==> config.mk <==
export PLATFORM = sky130hd
export DESIGN_NAME = pc_sequencer
export DESIGN_NICKNAME = d
export VERILOG_FILES = /design/src/rtl/pc_sequencer.sv
export SDC_FILE = /design/constraint.sdc
export NUM_CORES = 1
export LEC_CHECK = 0
export BUFFER_PORTS_ARGS = -buffer_cell sky130_fd_sc_hd__buf_2
export CORE_MARGIN = 5
export CORE_UTILIZATION = 59
export CTS_CLUSTER_DIAMETER = 150
export DETAILED_ROUTE_END_ITERATION = 8
export GPL_ROUTABILITY_DRIVEN = 0
export GPL_TIMING_DRIVEN = 0
export HOLD_SLACK_MARGIN = 0.02
export MAX_ROUTING_LAYER = met4
export PLACE_DENSITY = 0.79
export SYNTH_ARGS = -nofsm -noshare
export SYNTH_HDL_FRONTEND = slang
export SYNTH_SLANG_ARGS = --single-unit
==> constraint.sdc <==
create_clock -name clk -period 3.6 [get_ports clk]
set_input_delay 0.9 -clock clk [delete_from_list [all_inputs] [get_ports clk]]
set_output_delay 0.9 -clock clk [all_outputs]
set_load 0.05 [all_outputs]
==> src/rtl/pc_sequencer.sv <==
// pc_sequencer: next-PC selection with flag-conditioned branches and a return-address stack
module pc_sequencer #(
    parameter int STACK_DEPTH = 8
) (
    input  logic        clk,
    input  logic        rst,
    input  logic        stall,
    input  logic [2:0]  pc_op,
    input  logic [11:0] target,
    input  logic        flag_we,
    input  logic        zero_in,
    input  logic        cout_in,
    output logic [11:0] pc,
    output logic        z_flag,
    output logic        c_flag,
    output logic [4:0]  stack_depth,
    output logic        stack_err
);
    localparam int AW = $clog2(STACK_DEPTH);

    logic [11:0]   stack [STACK_DEPTH];
    logic [11:0]   pc_inc;
    logic [11:0]   nxt_pc;
    logic [AW-1:0] wr_ptr;
    logic [AW-1:0] rd_ptr;
    logic          full;
    logic          empty;
    logic          take;
    logic          push;
    logic          pop;
    logic          err;

    assign pc_inc = pc + 12'd1;
    assign wr_ptr = stack_depth[AW-1:0];
    assign rd_ptr = wr_ptr - AW'(1);
    assign full   = stack_depth == 5'(STACK_DEPTH);
    assign empty  = stack_depth == 5'd0;
    // odd branch encodings invert the tested flag; op[2] picks carry over zero
    assign take   = pc_op[0] ^ (pc_op[2] ? c_flag : z_flag);

    always_comb begin
        nxt_pc = pc_inc;
        push   = 1'b0;
        pop    = 1'b0;
        err    = 1'b0;
        case (pc_op)
            3'b000: nxt_pc = pc_inc;
            3'b001: nxt_pc = target;
            3'b110: begin
                nxt_pc = full ? pc_inc : target;
                push   = !full;
                err    = full;
            end
            3'b111: begin
                nxt_pc = empty ? pc_inc : stack[rd_ptr];
                pop    = !empty;
                err    = empty;
            end
            default: nxt_pc = take ? target : pc_inc;
        endcase
    end

    always_ff @(posedge clk) begin
        if (rst) begin
            pc          <= 12'h000;
            z_flag      <= 1'b0;
            c_flag      <= 1'b0;
            stack_depth <= 5'd0;
            stack_err   <= 1'b0;
        end else if (!stall) begin
            pc <= nxt_pc;
            if (flag_we) begin
                z_flag <= zero_in;
                c_flag <= cout_in;
            end
            if (push) stack_depth <= stack_depth + 5'd1;
            if (pop) stack_depth <= stack_depth - 5'd1;
            if (err) stack_err <= 1'b1;
        end
    end

    // entries are invalidated by stack_depth, so the array itself needs no reset
    always_ff @(posedge clk) begin
        if (!rst && !stall && push) stack[wr_ptr] <= pc_inc;
    end
endmodule
### Word level (Yosys, flattened, before mapping)

Memory sizes are Yosys's and may differ from the RTL's.
Index checks and enable logic that the tools add are counted.
W data, S select, Z words.

| operators by class | value |
|---|---|
| add/sub/neg operators | 4 |
| multiply operators | 0 |
| divide/modulo/power cells | 0 |
| magnitude comparators | 0 |
| eq/ne operators | 4 |
| shift operators | 0 |
| mux-type cells | 12 |
| bitwise logic cells | 2 |
| reductions and logical operators | 12 |

Operator list:

| cell | number |
|---|---|
| $pmux W12 S4 | 1 |
| $mux W12 | 3 |
| $add A12 B1 Y12 const B | 1 |
| $mux W5 | 2 |
| $eq A3 B3 Y1 const B | 2 |
| $reduce_and A2 Y1 | 3 |
| $add A5 B1 Y5 const B | 1 |
| $eq A5 B4 Y1 const B | 1 |
| $logic_not A5 Y1 | 1 |
| $mux W1 | 5 |
| $sub A5 B1 Y5 const B | 1 |
| $logic_not A1 Y1 | 4 |
| $eq A3 B1 Y1 const B | 1 |
| $logic_not A3 Y1 | 1 |
| $sub A3 B1 Y3 const B | 1 |
| $logic_and A1 B1 Y1 | 2 |
| $pmux W1 S2 | 1 |
| $reduce_bool A2 Y1 | 1 |
| $not A1 Y1 | 1 |
| $xor A1 B1 Y1 | 1 |

| storage, ports and cells | value |
|---|---|
| bits in registers | 20 |
| bits in latches | 0 |
| bits in writable memories | 96 |
| ROM bits | 0 |
| bits of input ports | 21 |
| output and inout bits | 20 |
| memories kept | 1 |

Memory list:

| name | depth | bits a word | read ports | clocked after memory_dff | write ports | line | RTL |
|---|---|---|---|---|---|---|---|
| stack | 8 | 12 | 1 | 0 | 1 | 21 | `logic [11:0] stack [STACK_DEPTH];` |

### Depth between registers and ports, before layout

Gate-level depths: netlist of run 1.

| logic depth | value |
|---|---|
| depth after elaboration | 6 |
| depth in mapped cells | 14 |

### Worst setup path after synthesis of run 1

OpenSTA, ideal clock, no wires.

| path | value |
|---|---|
| path type | reg-to-reg |
| start | register stack_depth[0] |
| end | memory stack[1][0], enable pin |
| setup time | 0.396 ns |
| arrival | 3.015 ns |
| required time | 3.204 ns |
| slack | 0.189 ns |
| stages on the path, launching flop included | 9 |
| buffers on the path | 2 |
| clock period less this slack | 3.411 ns |
| cells stage by stage | dfxtp_1 -> buf_2 -> buf_2 -> inv_1 -> ha_1 -> nor3b_1 -> a21oi_1 -> nand4_1 -> nor3_1 |

| on the way | value |
|---|---|
| longest elaborated chain between the ends | 6 |

RTL lines:

| element | line | RTL |
|---|---|---|
| from (decl) | 16 | `output logic [4:0] stack_depth,` |
| from (signal assigned) | 76 | `if (push) stack_depth <= stack_depth + 5'd1;` |
| from (signal assigned) | 77 | `if (pop) stack_depth <= stack_depth - 5'd1;` |
| $eq A5 B4 Y1 | 36 | `assign full = stack_depth == 5'(STACK_DEPTH);` |
| $logic_not A1 Y1 | 51 | `push = !full;` |
| $mux W1 | 46 | `case (pc_op)` |
| $logic_and A1 B1 Y1 | 84 | `if (!rst && !stall && push) stack[wr_ptr] <= pc_inc;` |
| $mux W1 | 84 |  |
| $mux W1 (not written as such) | 84 |  |
| to (decl) | 21 |  |

Parallel ways exist; a longest one is shown, timed or not.

### Worst setup path after layout of run 1

| path | value |
|---|---|
| start | register stack_depth[0] |
| end | memory stack[4][0], enable pin |

The elaborated chain is that of the path after synthesis.

==> metrics.cfg, run 1 <==
[outcome]
outcome=complete, no violations

[final_layout]
nets=420
diodes=0
fin_cells=515
num-fill-cells=537
syn_to_final_growth_pct=18.1
final_cell_mix=96 x edfxtp_1, 43 x buf_2, 24 x mux4_2
layout_commonest_cell=edfxtp_1
drive_above_1_share_pct=30.7
final_util_pct=70.6

[pwr]
power.density_mw_per_mm2=558
leakage_nw=2.13
p_total_mw=3.40
peakVddDrop_uv=347

[grt]
grt_use_met3_pct=8.64
grt_pass1_wl_um=18500
grt.total_usage_pct=23.7
grt_pass1_vias=3326
overflow=0
global_route.usage.met1_pct=28.8
grt.busiest_layer=met2
grtUsageMet2_pct=37.2
grt_max_degree=17
antenna_found_initial=0

[sta]
fmax_mhz=279
finalWorstSetupSlack_ns=0.0100
rsz0062_at_grt=true
max_slew_margin_pct=14.0
setup_viol=0
timing.final.crit_share_pct=99.7
period_minus_slack_ns=3.59
final-hold-violation-count=0
holdWs_ns=0.490
drv_slew=0
worst_pin_slew_ns=1.29
skew_ns=0.00938

[synth]
synth_xor_area_share_pct=3.76
synth-simple-area-share_pct=8.27
ys.warnings.count=0
synth_top_family_by_area=multiplexers
synth_nets=363
synth.distinct_cells=50
syn_inst=337
synth-adder-area-share_pct=1.21
yosysSeqAreaShare_pct=63.6
synth_compound_gate_area_share_pct=9.02
syn_area_sq_mm=0.00516
async_flop_share_pct=0
synth_edf_count=96
synth-seq-cells=116
synth_mux_area_share_pct=11.7
avgSynthCellArea_sq_um=15.3
ys.flop_type=edfxtp_1

[floorplan]
die_h_um=104
core_sq_mm=0.00864
die_area_sq_mm=0.0107
floorplan.rows=34
start_util_pct=59.8
die_x_um=104
pin_count=41

[clock_network]
hold_buffers=0
cts_tree=yes
clock_latency_ns=0.50
cts_made_buffers=17
path_clk_slew_ns=0.06
clkSinkCount=116
h-tree-depth=4
cts_buffer_depth=2
cts-root-buf=clkbuf_8

[route]
viasPerCell=6.23
detail-route-antenna-nets=0
wl_um=12000
first_pass_iters=4
dr.first_iter.drc_count=285
vias=3211
drt-wirelength-per-cell_um=23.4
route.detailed.drc=0

[critical_path]
cp_data_arrival_time_ns=3.70
reg2reg_depth=8
cp-end-kind=flop
worst_setup_path_start_kind=flop
crit_path_max_fanout=12
rrSetupSlack_ns=0.01
crit-reg2reg-launch=stack_depth[0]$_SDFFE_PP0P_
path_cells=buf_2 -> buf_2 -> inv_1 -> ha_1 -> nor3b_1 -> a21oi_1 -> nand4_1 -> nor2_1
cp.required_ns=3.71
crit_top_cell=buf_2
rr_endpoint=stack[4][0]$_DFFE_PP_
cp_slowest_cell=nor2_1
crit_type=reg -> reg
critPathMaxStageDelay_ns=1.03

[worst_hold_path]
holdPathEnd=stack_err$_SDFFE_PP0P_
whs_path_depth=2
hp-class=reg -> reg
hold_start=stack_err$_SDFFE_PP0P_

[placed_design]
pre_cts_ws_ns=-0.0745
dp.cells=483
portBuffers=36
dp_hpwl_um=7590

[job]
cap_violations=0

[critical path, delay by kind of cell, from the launching register on]
family / cells / cell delay, ns
AND/OR/NAND/NOR: 3 / 1.47
buffers and inverters: 3 / 0.83
flip-flops: 1 / 0.35
adder cells (fa/ha/maj): 1 / 0.27
AO/OA/AOI/OAI: 1 / 0.27
[cell families after synthesis]
| logic type | count (synthesis) |
|---|---|
| flops | 116 |
| simple gates | 88 |
| compound gates | 52 |
| mux | 29 |
| buf+inv | 27 |
| xor+xnor | 20 |
| fa+ha+maj | 5 |
[metal layers]
layer | vias up | routed length (um)
met2 | 157 | 6120
met4 | 0 | 232
met1 | 1595 | 4670
met5 | - | 0
li1 | 1445 | -
met3 | 14 | 1020
[layout make-up]
class | count | area, sq um | area share (%)
flip-flops and latches | 116 | 3280 | 53.9
multi-input cells | 194 | 1770 | 29.1
clock buffers | 18 | 418 | 6.86
repair buffers | 38 | 203 | 3.33
clock inverters | 14 | 155 | 2.55
well taps | 108 | 135 | 2.22
plain buffers | 20 | 104 | 1.70
inverters | 7 | 26.3 | 0.431
[synthesized netlist by cell type, drive strengths merged (2+ instances only)]
master | instances | area, sq um
o31ai | 2 | 15.0
xor2 | 6 | 52.6
inv | 7 | 26.3
o211ai | 2 | 20.0
nor3 | 14 | 70.1
nor2 | 29 | 114
ha | 5 | 62.6
a221oi | 10 | 138
clkbuf | 8 | 30.0
nor2b | 11 | 68.8
xnor2 | 14 | 141
dfxtp | 20 | 400
nand2 | 16 | 60.1
o22ai | 3 | 18.8
nand2b | 3 | 18.8
a211oi | 3 | 35.0
or3b | 2 | 17.5
nand4 | 2 | 12.5
mux4 | 24 | 541
buf | 12 | 68.8
mux2i | 5 | 62.6
edfxtp | 96 | 2880
a221o | 9 | 90.1
o21ai | 6 | 33.8
nand3 | 5 | 25.0
or3 | 2 | 12.5
a21oi | 8 | 40.0
[state kept, by name, summed over array words and instances, names as in the netlist]
signal,flops
c_flag,1
pc,12
stack,96
stack_depth,5
stack_err,1
z_flag,1
[power by group]
| part | switching [mW] | internal, mW | total [mW] |
|---|---|---|---|
| clock | 0.612 | 0.991 | 1.60 |
| combinational | 0.194 | 0.0981 | 0.292 |
| sequential | 0.0208 | 1.48 | 1.50 |
[what timing repair did]
item                                   CTS  global route
pin swaps                                0             0
setup buffers                            0             0
endpoints found under the hold margin    0             0
setup endpoints to repair               33            53
cloned                                   0             0
gates resized for setup                  4             4
[stage by stage]
stage / instance area (sq um) / TNS, ns
floorplan: 5160 / 0
global route: 6100 / -4.82
CTS: 6090 / 0
global placement: 5480 / -12.77
finish: 6100 / 0
detailed placement: 5510 / -0.363
[worst max path at each step]
stage	startpoint	slack [ns]	endpoint	cells past startpoint
2_1_floorplan	stack_depth[0]$_SDFFE_PP0P_	0.19	stack[1][0]$_DFFE_PP_	8
3_3_place_gp	stack_depth[0]$_SDFFE_PP0P_	-0.54	stack[0][9]$_DFFE_PP_	8
3_5_place_dp	stack_depth[0]$_SDFFE_PP0P_	-0.07	pc[1]$_SDFFE_PP0N_	10
4_1_cts	stack_depth[0]$_SDFFE_PP0P_	0.004	stack[5][8]$_DFFE_PP_	8
5_1_grt	stack_depth[0]$_SDFFE_PP0P_	-0.22	stack[4][0]$_DFFE_PP_	8
6_report	stack_depth[0]$_SDFFE_PP0P_	0.01	stack[4][0]$_DFFE_PP_	8
(Power assumes the default switching activity.)
==> inputs of run 2 (changes only) <==
Settings changed: CELL_PAD_IN_SITES_DETAIL_PLACEMENT set to 1, CELL_PAD_IN_SITES_GLOBAL_PLACEMENT set to 2, CORE_UTILIZATION 59 to 43, PLACE_DENSITY 0.79 to unset, PLACE_DENSITY_LB_ADDON set to 0.1.
==> metrics.cfg, run 2 (same netlist as run 1, synthesis figures left out) <==
[worst_hold_path]
hp-class=reg -> reg  ; unchanged

[critical_path]
rr_endpoint=stack[6][0]$_DFFE_PP_  ; was stack[4][0]$_DFFE_PP_
cp-end-kind=flop  ; unchanged
cp.required_ns=3.61  ; was 3.71 ns
crit-reg2reg-launch=stack_depth[0]$_SDFFE_PP0P_  ; unchanged
rrSetupSlack_ns=0.12  ; was 0.01 ns
crit_buf_inv=3  ; unchanged
endpoint=stack[6][0]$_DFFE_PP_  ; was stack[4][0]$_DFFE_PP_
crit_start=stack_depth[0]$_SDFFE_PP0P_  ; unchanged
path_cells=buf_2 -> clkbuf_4 -> inv_1 -> ha_1 -> nor3b_1 -> a21oi_1 -> nand4_1 -> nor2_1  ; was buf_2 -> buf_2 -> inv_1 -> ha_1 -> nor3b_1 -> a21oi_1 -> nand4_1 -> nor2_1
critPathMaxStageDelay_ns=1.02  ; was 1.03 ns
worst_setup_path_start_kind=flop  ; unchanged
cpLargestDelayFamily=simple AND/OR/NAND/NOR gates  ; unchanged
crit_type=reg -> reg  ; unchanged
cp.depth=8  ; unchanged
cp_slowest_cell=nor2_1  ; unchanged
reg2reg_depth=8  ; unchanged
crit_path_max_fanout=12  ; unchanged
cp_data_arrival_time_ns=3.49  ; was 3.70 ns

[final_layout]
fin_cells=553  ; was 515
layout_commonest_cell=edfxtp_1  ; unchanged
num-fill-cells=1159  ; was 537
design_area_sq_mm=0.00617  ; was 0.00610 sq mm
diodes=0  ; unchanged
top_regs=stack x96, pc x12, stack_depth x5  ; unchanged
final_cell_mix=96 x edfxtp_1, 42 x buf_2, 24 x nor2_1, 24 x mux4_2, 20 x dfxtp_1  ; was 96 x edfxtp_1, 43 x buf_2, 24 x mux4_2
syn_to_final_growth_pct=19.5  ; was 18.1%
largest_reg_flops=96  ; unchanged
nets=420  ; unchanged
top_register=stack  ; unchanged
drive_above_1_share_pct=29.3  ; was 30.7%

[pwr]
leakage_nw=2.14  ; was 2.13 nW
clkPwrFrac_pct=48.7  ; was 47.2%
p_comb_share_pct=8.3  ; was 8.6%
swShare_pct=22.2  ; was 24.3%
p_switching_mw=0.776  ; was 0.827 mW
power.density_mw_per_mm2=568  ; was 558 mW/mm^2
p_int_mw=2.73  ; was 2.57 mW
peakVddDrop_uv=447  ; was 347 uV
seqPwrFrac_pct=43.0  ; was 44.2%

[sta]
fmax_mhz=288  ; was 279 MHz
worst_pin_slew_ns=1.28  ; was 1.29 ns
max_slew_margin_pct=14.4  ; was 14.0%
setup_viol=0  ; unchanged
drv_slew=0  ; unchanged
final-hold-violation-count=0  ; unchanged
period_minus_slack_ns=3.48  ; was 3.59 ns
finalSetupTns_ns=0  ; unchanged
finalWorstSetupSlack_ns=0.123  ; was 0.0100 ns
timing.final.crit_share_pct=96.6  ; was 99.7%
skew_ns=0.00805  ; was 0.00938 ns
rsz0062_at_grt=true  ; unchanged

[route]
dr.first_iter.drc_count=186  ; was 285
first_pass_iters=4  ; unchanged
route.detailed.drc=0  ; unchanged
vias=3080  ; was 3211
viasPerCell=5.57  ; was 6.23
drt-wirelength-per-cell_um=21.7  ; was 23.4 um
detail-route-antenna-nets=0  ; unchanged
wl_um=12000  ; about the same

[grt]
grt_use_met3_pct=4.57  ; was 8.64%
grt.busiest_layer=met2  ; unchanged
grtUsageMet2_pct=28.5  ; was 37.2%
grt_max_degree=17  ; unchanged
grt_pass1_vias=3230  ; was 3326
grt_pass1_wl_um=18500  ; about the same
overflow=0  ; unchanged
antenna_found_initial=0  ; unchanged
grt.total_usage_pct=18.2  ; was 23.7%
global_route.usage.met1_pct=23.5  ; was 28.8%

[placed_design]
pre_cts_ws_ns=-0.150  ; was -0.0745 ns
dpl-instance-area_sq_mm=0.00556  ; was 0.00551 sq mm
dp.cells=522  ; was 483
dp_hpwl_um=8370  ; was 7590 um
portBuffers=36  ; unchanged

[clock_network]
cts_buffer_depth=2  ; unchanged
cts_made_buffers=17  ; unchanged
clkSinkCount=116  ; unchanged
clock_latency_ns=0.41  ; was 0.50 ns
h-tree-depth=4  ; unchanged
cts-root-buf=clkbuf_16  ; was clkbuf_8
cts_setup_buffers=0  ; unchanged
path_clk_slew_ns=0.05  ; was 0.06 ns
cts_tree=yes  ; unchanged

[floorplan]
die_x_um=120  ; was 104 um
die_h_um=120  ; was 104 um
pin_count=41  ; unchanged
start_util_pct=43.3  ; was 59.8%
floorplan.rows=40  ; was 34
core_sq_mm=0.0119  ; was 0.00864 sq mm
die_area_sq_mm=0.0143  ; was 0.0107 sq mm

[job]
cap_violations=0  ; unchanged

[outcome]
outcome=complete, no violations  ; unchanged

run 2: worst min-delay path, delay by kind of cell (launching register included):
kind	cells	cell delay, ns
flip-flops	1	0.32
AND/OR/NAND/NOR	1	0.07
AO/OA/AOI/OAI	1	0.04
run 2: stage by stage:
step                hold slack, ns  power [mW]  util [%]
finish                       0.464        3.50      51.8
global route                 0.532        3.64      51.8
CTS                          0.476        3.54      51.7
detailed placement           0.464        1.83      46.6
global placement             0.444        1.82      46.4
floorplan                    0.723        1.74         -
run 2: layer usage:
layer,vias to the layer above,wire [um]
li1,1438,-
met1,1579,5500
met2,54,5920
met3,9,473
met4,0,108
met5,-,0
run 2: how the worst min path moves through the flow:
| stage | from | endpoint | cells after the start |
|---|---|---|---|
| floorplan | stack_err$_SDFFE_PP0P_ | stack_err$_SDFFE_PP0P_ | 2 |
| global placement | stack_err$_SDFFE_PP0P_ | stack_err$_SDFFE_PP0P_ | 2 |
| detailed placement | stack_err$_SDFFE_PP0P_ | stack_err$_SDFFE_PP0P_ | 2 |
| CTS | stack_err$_SDFFE_PP0P_ | stack_err$_SDFFE_PP0P_ | 2 |
| global route | stack_err$_SDFFE_PP0P_ | stack_err$_SDFFE_PP0P_ | 2 |
| finish | stack_err$_SDFFE_PP0P_ | stack_err$_SDFFE_PP0P_ | 2 |
run 2: layout make-up:
type	instances	area [sq um]	share of cell area [%]
Sequential cell	116	3280	53.2
Multi-Input combinational cell	194	1770	28.7
Clock buffer	20	437	7.08
Timing Repair Buffer	38	203	3.29
Tap cell	147	184	2.98
Clock inverter	11	160	2.60
Buffer	20	104	1.68
Inverter	7	26.3	0.426
run 2: power groups by stage:
stage               Combinational (mW)  Sequential [mW]  Clock [mW]
CTS                              0.295             1.51        1.74
floorplan                        0.164             1.57           0
global placement                 0.286             1.53           0
finish                           0.292             1.51        1.71
detailed placement               0.294             1.53           0
global route                     0.315             1.51        1.82
run 2: what timing repair did:
action,4_1_cts,5_1_grt
hold buffers,0,0
resized for setup,2,4
endpoints found under the setup margin,83,82
hold endpoints to repair,0,0
==> inputs of run 3 (changes only) <==
Settings changed: CORE_UTILIZATION 43 to 47.
Clock period 3.6 ns to 4.41 ns, I/O delays scaled along.
==> metrics.cfg, run 3 (same netlist as run 1, synthesis figures left out) <==
[sta]
fmax_mhz=269  ; was 288 MHz
period_minus_slack_ns=3.72  ; was 3.48 ns
final-hold-violation-count=0  ; unchanged
worst_pin_slew_ns=1.36  ; was 1.28 ns
holdWs_ns=0.461  ; was 0.464 ns
timing.final.crit_share_pct=84.3  ; was 96.6%
finalSetupTns_ns=0  ; unchanged
skew_ns=0.0101  ; was 0.00805 ns
rsz0062_at_grt=false  ; was true
max_slew_margin_pct=9.10  ; was 14.4%
setup_viol=0  ; unchanged
drv_slew=0  ; unchanged
finalWorstSetupSlack_ns=0.693  ; was 0.123 ns

[route]
wl_um=12400  ; was 12000 um
detail-route-antenna-nets=0  ; unchanged
first_pass_iters=4  ; unchanged
wl_met3_um=831  ; was 473 um
dr.first_iter.drc_count=319  ; was 186
vias=3151  ; was 3080
wl_met2_um=5940  ; was 5920 um
viasPerCell=5.76  ; was 5.57
met1Wirelength_um=5450  ; was 5500 um
highest_layer=met4  ; unchanged
drt-wirelength-per-cell_um=22.7  ; was 21.7 um
route.detailed.drc=0  ; unchanged

[clock_network]
cts_tree=yes  ; unchanged
cts.repair.resized=0  ; was 2
cts_buffer_depth=2  ; unchanged
h-tree-depth=4  ; unchanged
clock_latency_ns=0.52  ; was 0.41 ns
cts_made_buffers=17  ; unchanged
clkSinkCount=116  ; unchanged
hold_buffers=0  ; unchanged
path_clk_slew_ns=0.06  ; was 0.05 ns
cts-root-buf=clkbuf_8  ; was clkbuf_16
cts_setup_buffers=0  ; unchanged

[final_layout]
num-fill-cells=1013  ; was 1159
diodes=0  ; unchanged
largest_reg_flops=96  ; unchanged
top_register=stack  ; unchanged
design_area_sq_mm=0.00615  ; was 0.00617 sq mm
drive_above_1_share_pct=29.0  ; was 29.3%
top_regs=stack x96, pc x12, stack_depth x5  ; unchanged
syn_to_final_growth_pct=19.2  ; was 19.5%
layout_commonest_cell=edfxtp_1  ; unchanged
final_cell_mix=96 x edfxtp_1, 43 x buf_2, 27 x nor2_1  ; was 96 x edfxtp_1, 42 x buf_2, 24 x nor2_1, 24 x mux4_2, 20 x dfxtp_1
final_util_pct=57.0  ; was 51.8%
fin_cells=547  ; was 553
nets=420  ; unchanged

[critical_path]
cp_slowest_cell=clkbuf_1  ; was nor2_1
reg2reg_depth=10  ; was 8
rrSetupSlack_ns=0.69  ; was 0.12 ns
worst_setup_path_start_kind=flop  ; unchanged
critPathMaxStageDelay_ns=0.58  ; was 1.02 ns
cp-end-kind=flop  ; unchanged
crit_path_max_fanout=10  ; was 12
cp_data_arrival_time_ns=4.10  ; was 3.49 ns
crit_type=reg -> reg  ; unchanged
crit-reg2reg-launch=stack_depth[0]$_SDFFE_PP0P_  ; unchanged
path_cells=buf_2 -> buf_2 -> inv_1 -> ha_1 -> clkbuf_1 -> clkbuf_1 -> mux4_2 -> a221o_1 -> a221oi_2 -> nor3_1  ; was buf_2 -> clkbuf_4 -> inv_1 -> ha_1 -> nor3b_1 -> a21oi_1 -> nand4_1 -> nor2_1
cp.required_ns=4.79  ; was 3.61 ns
rr_endpoint=pc[1]$_SDFFE_PP0N_  ; was stack[6][0]$_DFFE_PP_

[grt]
grt_pass1_vias=3284  ; was 3230
grt_pass1_wl_um=19700  ; was 18500 um
grt_max_degree=17  ; unchanged
grt.total_usage_pct=21.1  ; was 18.2%
antenna_found_initial=0  ; unchanged
overflow=0  ; unchanged

[placed_design]
portBuffers=36  ; unchanged
dp.cells=515  ; was 522
dp_hpwl_um=8420  ; was 8370 um
dpl-instance-area_sq_mm=0.00555  ; was 0.00556 sq mm
pre_cts_ws_ns=0.617  ; was -0.150 ns

[worst_hold_path]
holdPathEnd=stack_err$_SDFFE_PP0P_  ; unchanged
hp-class=reg -> reg  ; unchanged
whs_path_depth=2  ; unchanged
hold_start=stack_err$_SDFFE_PP0P_  ; unchanged

[floorplan]
die_h_um=115  ; was 120 um
core_sq_mm=0.0108  ; was 0.0119 sq mm
pin_count=41  ; unchanged
die_area_sq_mm=0.0132  ; was 0.0143 sq mm
start_util_pct=47.8  ; was 43.3%
die_x_um=115  ; was 120 um
floorplan.rows=38  ; was 40

[outcome]
outcome=complete, no violations  ; unchanged

[pwr]
peakVddDrop_uv=383  ; was 447 uV
leakage_nw=2.15  ; was 2.14 nW
p_total_mw=2.87  ; was 3.50 mW
power.density_mw_per_mm2=467  ; was 568 mW/mm^2

[job]
cap_violations=0  ; unchanged

==> run 3: cell type report <==
class	count	area [sq um]	area share, %
clock inverter	14	185	3.01
buffer	20	98.8	1.61
sequential	116	3280	53.4
timing repair buffer	38	203	3.30
inverter	7	26.3	0.427
tap	140	175	2.85
multi-input combinational	194	1760	28.6
clock buffer	18	418	6.79
==> run 3: report_power, final <==
group | total [mW] | internal (mW) | switching (mW) | leakage (nW)
Clock | 1.41 | 0.913 | 0.492 | 0.294
Combinational | 0.239 | 0.0798 | 0.160 | 0.817
Sequential | 1.23 | 1.21 | 0.0165 | 1.04
==> run 3: worst max-delay path: cells and delay by family, from the launching register on <==
| family | cells | cell delay (ns) |
|---|---|---|
| and+or+nand+nor | 1 | 0.07 |
| DFF | 1 | 0.35 |
| buffers and inverters | 5 | 1.80 |
| AOI/OAI and AO/OA | 2 | 0.61 |
| muxes | 1 | 0.42 |
| adders and majority gates | 1 | 0.32 |
==> run 3: per-layer routing <==
| metal | global-route usage, % | up-vias |
|---|---|---|
| met5 | - | - |
| met4 | 7.20 | 0 |
| met3 | 4.53 | 20 |
| met2 | 31.8 | 101 |
| met1 | 28.9 | 1583 |
| li1 | - | 1447 |
==> run 3: how the worst max path moves through the flow <==
stage	from	end	slack, ns	cells after the start
after detailed placement	stack_depth[0]$_SDFFE_PP0P_	pc[1]$_SDFFE_PP0N_	0.62	10
final	stack_depth[0]$_SDFFE_PP0P_	pc[1]$_SDFFE_PP0N_	0.69	10
after global routing	stack_depth[0]$_SDFFE_PP0P_	pc[2]$_SDFFE_PP0N_	0.43	10
after CTS	stack_depth[0]$_SDFFE_PP0P_	pc[1]$_SDFFE_PP0N_	0.61	10
after floorplan	stack_depth[0]$_SDFFE_PP0P_	stack[1][0]$_DFFE_PP_	1.0	8
after global placement	stall	stack[0][1]$_DFFE_PP_	0.16	5
